File: src/rtl/sign_extension_arbiter.sv
// Two-requester round-robin arbiter feeding one shared sign-extension path into a registered output.
// Optional per-requester grant counters are enabled with `define SIGN_EXT_ARB_COUNT_EN.
module sign_extension_arbiter #(
    parameter int unsigned WIDTH_OF_INPUT_DATA  = 8,
    parameter int unsigned WIDTH_OF_OUTPUT_DATA = 16
) (
    input  logic                            clk,
    input  logic                            rst_n,
    input  logic                            req0_valid,
    input  logic [WIDTH_OF_INPUT_DATA-1:0]  req0_data,
    output logic                            req0_ready,
    input  logic                            req1_valid,
    input  logic [WIDTH_OF_INPUT_DATA-1:0]  req1_data,
    output logic                            req1_ready,
    output logic                            out_valid,
    output logic [WIDTH_OF_OUTPUT_DATA-1:0] out_data,
    output logic                            out_source,
`ifdef SIGN_EXT_ARB_COUNT_EN
    output logic [15:0]                     grant_count0,
    output logic [15:0]                     grant_count1,
`endif
    input  logic                            out_ready
);

    localparam int unsigned W_IN  = WIDTH_OF_INPUT_DATA;
    localparam int unsigned W_OUT = WIDTH_OF_OUTPUT_DATA;
    localparam int unsigned EXT_W = W_OUT - W_IN;

    typedef struct packed {
        logic [W_OUT-1:0] data;
        logic             source;
    } result_t;

    logic      out_valid_q, out_valid_d;
    result_t   result_q, result_d;
    logic      prio_q, prio_d;

    logic      can_load_c;
    logic      grant0_c, grant1_c;
    logic      accept_c;
    logic      sel_c;
    logic [W_IN-1:0]  sel_data_c;
    logic [W_OUT-1:0] ext_data_c;

    // Output register accepts when empty or being drained this cycle.
    assign can_load_c = ~out_valid_q | out_ready;

    // Grant selection: a lone requester wins, otherwise the round-robin pointer decides.
    always_comb begin
        grant0_c = 1'b0;
        grant1_c = 1'b0;
        if (req0_valid && req1_valid) begin
            grant0_c = ~prio_q;
            grant1_c = prio_q;
        end else begin
            grant0_c = req0_valid;
            grant1_c = req1_valid;
        end
    end

    assign req0_ready = rst_n & can_load_c & grant0_c;
    assign req1_ready = rst_n & can_load_c & grant1_c;

    assign accept_c   = (req0_valid & req0_ready) | (req1_valid & req1_ready);
    assign sel_c      = req1_ready;
    assign sel_data_c = sel_c ? req1_data : req0_data;

    // Single shared widening path.
    generate
        if (EXT_W == 0) begin : g_no_ext
            assign ext_data_c = sel_data_c;
        end else begin : g_ext
            assign ext_data_c = {{EXT_W{sel_data_c[W_IN-1]}}, sel_data_c};
        end
    endgenerate

    always_comb begin
        out_valid_d = out_valid_q;
        result_d    = result_q;
        prio_d      = prio_q;
        if (accept_c) begin
            out_valid_d     = 1'b1;
            result_d.data   = ext_data_c;
            result_d.source = sel_c;
            prio_d          = ~sel_c;
        end else if (out_ready) begin
            out_valid_d = 1'b0;
        end
    end

    always_ff @(posedge clk) begin
        if (!rst_n) begin
            out_valid_q <= 1'b0;
            result_q    <= '0;
            prio_q      <= 1'b0;
        end else begin
            out_valid_q <= out_valid_d;
            result_q    <= result_d;
            prio_q      <= prio_d;
        end
    end

    assign out_valid  = out_valid_q;
    assign out_data   = result_q.data;
    assign out_source = result_q.source;

`ifdef SIGN_EXT_ARB_COUNT_EN
    logic [15:0] grant_count0_q, grant_count0_d;
    logic [15:0] grant_count1_q, grant_count1_d;

    // Per-requester accept counters, wrapping naturally at 16 bits.
    always_comb begin
        grant_count0_d = grant_count0_q;
        grant_count1_d = grant_count1_q;
        if (req0_valid && req0_ready) begin
            grant_count0_d = grant_count0_q + 16'd1;
        end
        if (req1_valid && req1_ready) begin
            grant_count1_d = grant_count1_q + 16'd1;
        end
    end

    always_ff @(posedge clk) begin
        if (!rst_n) begin
            grant_count0_q <= '0;
            grant_count1_q <= '0;
        end else begin
            grant_count0_q <= grant_count0_d;
            grant_count1_q <= grant_count1_d;
        end
    end

    assign grant_count0 = grant_count0_q;
    assign grant_count1 = grant_count1_q;
`endif

endmodule

File: config.mk
export PLATFORM = sky130hd
export DESIGN_NAME = sign_extension_arbiter
export DESIGN_NICKNAME = d
export VERILOG_FILES = /design/src/rtl/sign_extension_arbiter.sv
export SDC_FILE = /design/constraint.sdc
export NUM_CORES = 1
export LEC_CHECK = 0
export CAP_MARGIN = 5
export CELL_PAD_IN_SITES_DETAIL_PLACEMENT = 1
export CELL_PAD_IN_SITES_GLOBAL_PLACEMENT = 1
export CORE_UTILIZATION = 25
export DETAILED_ROUTE_END_ITERATION = 10
export GPL_TIMING_DRIVEN = 1
export PLACE_DENSITY = 0.82
export REMOVE_ABC_BUFFERS = 1
export SLEW_MARGIN = 20
export SYNTH_ARGS = -nofsm -noshare
export SYNTH_HDL_FRONTEND = slang
export SYNTH_SLANG_ARGS = --single-unit
File: constraint.sdc
create_clock -name clk -period 1.4 [get_ports clk]
set_clock_uncertainty 0.1 [all_clocks]
set_input_delay 0.14 -clock clk [delete_from_list [all_inputs] [get_ports clk]]
set_output_delay 0.14 -clock clk [all_outputs]
set_load 0.01 [all_outputs]
==> flow_summary.json, run 1 <==
{
  "fillers": 302,
  "clock-root-buffer": "clkbuf_4",
  "first_global_vias": 761,
  "drv_cap": 0,
  "holdWs_ns": 0.3609,
  "routedWlPerCell_microns": 16.69,
  "seq_area_frac_synth": 0.3160,
  "cts_tree": "done",
  "row_count": 18,
  "grt.total_usage": 0.1819,
  "initial_core_util": 0.2738,
  "netlist_instances": 77,
  "overflow": 0,
  "yosysTopAreaCell": "dfxtp_1",
  "ys_warn_count": 0,
  "drive_gt1_frac": 0.2602,
  "dr_total_vias": 813,
  "insertion_delay_ns": 0.27,
  "fin_nets": 145,
  "drc": 0,
  "crit_path_top_delay_cell": "dfxtp_2",
  "path_clk_slew_ns": 0.08,
  "hold_viol_final": 0,
  "die-area_sq_um": 3003,
  "die_h_microns": 54.80,
  "path_cells": "or2b_4 -> nand4_2 -> inv_1 -> buf_2",
  "drt.antenna.violating_nets": 0,
  "worstSetupStartpointType": "flop",
  "numCtsBuffers": 3,
  "tightest_slew_ns": 0.2828,
  "maxSlewViolCount": 0,
  "antenna_cells": 0,
  "power.total_uw": 901.9,
  "syn-cell-area_sq_um": 696.9,
  "gp_congestion": 0.7906,
  "crit_path_end_kind": "output pin",
  "drt_first_pass_iters": 4,
  "avgSynthCellArea_sq_um": 9.051,
  "slew_headroom": 0.8090,
  "hold_path_class": "in2reg",
  "ios": 41,
  "status": "complete, no violations",
  "antenna_found_initial": 0,
  "cts_hold_buffers": 0,
  "setup_violations": 0,
  "area_growth_pct": 68.40,
  "fin_util": 0.4612,
  "ir_drop_mv": 0.5387,
  "drt_wl_total_microns": 2554,
  "arrival_ns": 1.15,
  "worstPathMaxFanout": 3,
  "synthTopCellsByArea": "dfxtp_1, nand4_1, buf_4",
  "ys_types": 24,
  "final.period_utilization": 0.9939,
  "period_minus_slack_ns": 1.391,
  "yosysTopAreaCellShare": 0.3160,
  "cp_top_family": "simple AND/OR/NAND/NOR gates",
  "cts.sinks": 11,
  "critical_path_class": "reg2out",
  "core-area_sq_um": 2545,
  "worstPathRequired_ns": 1.16,
  "max_freq_mhz": 718.7,
  "grt_pass1_wl_microns": 3753,
  "slowest_delay_ns": 0.35,
  "rsz0062_at_grt": "true",
  "hpwl_microns": 1902,
  "htreeDepth": 1,
  "drt_iter0_drc": 7,
  "die_width_microns": 54.80,
  "power_density_nw_per_um2": 768.5,
  "io_buffer_count": 40,
  "grt_max_degree": 17,
  "viasPerCell": 5.314,
  "cts_buffer_depth": 2,
  "leakagePower_nw": 0.5961,
  "ys_ff_latch": 11,
  "crit_buf_inv": 2
}
==> cell usage in the layout, fill, tap and decap left out <==
cell type and count:
clkbuf_4 3, dlygate4sd2_1 14, a21oi_1 2, nand4_2 1, and2b_1 1, dfxtp_1 9, nand4_1 11, o41ai_1 3
o31ai_1 6, buf_4 16, a21boi_2 1, nand2b_4 1, inv_1 4, a31oi_1 9, a21bo_2 1, clkdlybuf4s50_1 18
dlymetal6s2s_1 6, nor2b_4 1, dfxtp_2 2, buf_2 2, or2b_4 1, clkbuf_1 1, nand2_1 1, o41ai_2 2
o21ai_0 3, o21ai_1 2, or3_1 1, nor3_2 1
==> synthesized netlist by cell type, drive strengths merged <==
master,instances
buf,13
nand4,12
dfxtp,11
a31oi,9
o31ai,6
o21ai,5
o41ai,5
inv,4
a21oi,2
a21bo,1
a21boi,1
and2b,1
clkbuf,1
nand2,1
nand2b,1
nor2b,1
nor3,1
or2b,1
or3,1
==> metal layers <==
layer  vias to the layer above  routed length, microns  GRT usage
met1                       398                    1078     0.2303
met5                         -                       0          0
met3                         2                      94   0.008333
met4                         0                      25    0.08974
li1                        391                       -          -
met2                        22                    1355     0.3092
==> metrics by stage <==
step	instances	area [sq um]	TNS [ns]	setup slack, ns
floorplan	63	569.3	0	0.001404
global placement	148	1120	-2.373	-0.4388
detailed placement	148	1120	-2.835	-0.4243
CTS	153	1151	0	0.002080
global route	153	1174	-0.1264	-0.03754
finish	153	1174	0	0.008534
==> flip-flops by register name, indices dropped and copies added, names as in the netlist <==
register	flops
out_data	8
out_valid	1
out_source	1
prio_q	1
==> power breakdown <==
| part | internal (mW) | switching (mW) | leakage, nW | total, mW |
|---|---|---|---|---|
| Combinational | 0.170 | 0.143 | 0.490 | 0.313 |
| Sequential | 0.339 | 0.0166 | 0.0912 | 0.355 |
| Clock | 0.110 | 0.124 | 0.0150 | 0.234 |
==> kinds of logic after synthesis <==
| family | synth area share |
|---|---|
| flip-flops | 0.3160 |
| buffers and inverters | 0.2046 |
| AO/OA/AOI/OAI | 0.2890 |
| AND/OR/NAND/NOR | 0.1903 |
==> area by class of cell <==
type                       instances  area [sq um]  area share
tap                               30         37.54     0.03198
timing repair buffer              56         508.0      0.4328
sequential                        11         222.7      0.1898
inverter                           4         15.01     0.01279
clock buffer                       4         26.28     0.02239
multi-input combinational         48         364.1      0.3102
==> worst paths after layout <==
kind         slack, ns          from  cells after the start          end
max reg2reg       0.05        prio_q                      4  out_data[0]
max              0.009     out_valid                      4   req1_ready
min               0.36  req1_data[5]                      3  out_data[5]
min reg2reg       0.38    out_source                      2   out_source
==> worst reg2reg max path, delay by kind of cell (launching register included) <==
family	cells	cell delay, ns
AO/OA/AOI/OAI	2	0.36
AND/OR/NAND/NOR	1	0.25
flip-flops	1	0.39
buffers and inverters	1	0.15
==> timing repair <==
item / CTS / global route
pin swaps: 0 / 1
endpoints found under the setup margin: 16 / 12
buffers inserted: 1 / 0
gates resized for setup: 28 / 8
No activity file was read; power rests on OpenSTA's default activity.
==> inputs of run 2 (changes only) <==
==> constraint.sdc (replaced) <==
create_clock -name clk -period 1.4 [get_ports clk]
set_clock_uncertainty 0.1 [all_clocks]
set_input_delay 0.28 -clock clk [delete_from_list [all_inputs] [get_ports clk]]
set_output_delay 0.28 -clock clk [all_outputs]
set_load 0.01 [all_outputs]
==> flow_summary.json, run 2 (synthesis results as in run 1) <==
{
  "status": "finished, violations left",
  "violations": "setup timing",
  "fin_cells": 156,
  "cts_buffer_depth": 2,
  "crit_path_end_kind": "output pin",
  "final_cell_mix": "dlygate4sd2_1, buf_4, clkdlybuf4s50_1",
  "crit_path_top_delay_cell": "dfxtp_2",
  "insertion_delay_ns": 0.28,
  "leakagePower_nw": 0.5441,
  "layout_commonest_cell": "dlygate4sd2_1",
  "first_global_vias": 780,
  "drt_iter0_drc": 17,
  "area_growth_pct": 72.89,
  "initial_core_util": 0.2738,
  "worstPathMaxFanout": 3,
  "gp_congestion": 0.7907,
  "cts_tree": "done",
  "numCtsBuffers": 3,
  "ir_drop_mv": 0.5925,
  "die_width_microns": 54.80,
  "drive_gt1_frac": 0.2937,
  "path_cells": "or2b_4 -> nand4_4 -> inv_2 -> buf_6",
  "fin_nets": 148,
  "tightest_slew_ns": 0.3109,
  "clock-root-buffer": "clkbuf_4",
  "slew_headroom": 0.7900,
  "crit_buf_inv": 2,
  "cts.sinks": 11,
  "final.period_utilization": 1.072,
  "io_buffer_count": 40,
  "row_count": 18,
  "core-area_sq_um": 2545,
  "power_density_nw_per_um2": 764.3,
  "dr_total_vias": 835,
  "grt.total_usage": 0.1870,
  "period_minus_slack_ns": 1.501,
  "die-area_sq_um": 3003,
  "setup_tns_ns": -0.1779,
  "grt_pass1_wl_microns": 3898,
  "maxSlewViolCount": 0,
  "grt_max_degree": 17,
  "drt.antenna.violating_nets": 0,
  "rsz0062_at_grt": "true",
  "hold_path_class": "reg2reg",
  "ff_latch_area_sq_um": 224.0,
  "antenna_cells": 0,
  "drv_cap": 0,
  "critical_path_class": "reg2out",
  "hpwl_microns": 1899,
  "routedWlPerCell_microns": 17.62,
  "slowest_delay_ns": 0.35,
  "drt_wl_total_microns": 2748,
  "fillers": 306,
  "setup_violations": 2,
  "antenna_found_initial": 0,
  "max_freq_mhz": 666.1,
  "multi_input_area_sq_um": 380.4,
  "hold_viol_final": 0,
  "die_h_microns": 54.80,
  "worstSetupStartpointType": "flop",
  "place_inst": 148,
  "htreeDepth": 1,
  "cp_top_family": "simple AND/OR/NAND/NOR gates",
  "overflow": 0,
  "worstPathRequired_ns": 1.02,
  "viasPerCell": 5.353,
  "setup_slack_ns": -0.1012,
  "path_clk_slew_ns": 0.08,
  "drc": 0,
  "drt_first_pass_iters": 4,
  "arrival_ns": 1.12,
  "ios": 41,
  "largest_reg_flops": 8
}
-- run 2: changes by cell type in the layout (fill, tap and decap cells not counted), moves of 2 or more --
cell | previous run | this run
clkdlybuf4s15_1 | 0 | 2
buf_6 | 0 | 3
dlymetal6s2s_1 | 6 | 0
dlygate4sd2_1 | 14 | 20
clkdlybuf4s50_1 | 18 | 16
-- run 2: timing repair --
item | in CTS | in global routing
pin swaps | 1 | 2
gates resized for setup | 41 | 5
setup buffers | 5 | 0
hold buffers | 0 | 0
endpoints found under the setup margin | 27 | 8
-- run 2: through the flow --
step	utilization	total power [mW]	instance area, sq um	hold slack [ns]	setup slack, ns
2_1_floorplan	-	0.4664	569.3	0.3029	-0.0003948
4_1_cts	0.4676	0.9131	1190	0.3857	-0.09249
6_report	0.4735	0.9209	1205	0.3789	-0.1012
3_3_place_gp	0.4400	0.6786	1120	0.3616	-0.7188
3_5_place_dp	0.4400	0.6899	1120	0.3746	-0.6992
5_1_grt	0.4735	0.9744	1205	0.3963	-0.1579
-- run 2: path summary, 6_finish.rpt --
check	from	end	slack, ns	cells past startpoint
setup / recovery	out_valid	req1_ready	-0.10	4
hold / removal	out_source	out_source	0.38	2
setup reg to reg	prio_q	out_data[2]	0.05	4
hold reg to reg	out_source	out_source	0.38	2
-- run 2: routing by layer --
layer  share of wire  up-vias  track usage
li1                -      396            -
met1            0.42      406       0.2299
met2            0.54       31       0.3273
met3           0.035        2      0.01667
met4          0.0029        0      0.07692
met5               0        -            0
-- run 2: cell type report --
class / instances / area share
Multi-Input combinational cell: 48 / 0.3157
Sequential cell: 11 / 0.1859
Tap cell: 30 / 0.03115
Clock buffer: 4 / 0.02181
Inverter: 4 / 0.01246
Timing Repair Buffer: 59 / 0.4330
-- run 2: report_power, final --
part | internal [mW] | switching (mW) | total, mW
sequential | 0.339 | 0.0169 | 0.356
clock | 0.110 | 0.126 | 0.236
combinational | 0.176 | 0.153 | 0.329
-- run 2: worst register-to-register path, stage by stage (launching register included) --
cell	delay (ns)
dfxtp_2	0.36
buf_4	0.14
and2b_1	0.25
o41ai_1	0.30
a31oi_1	0.08
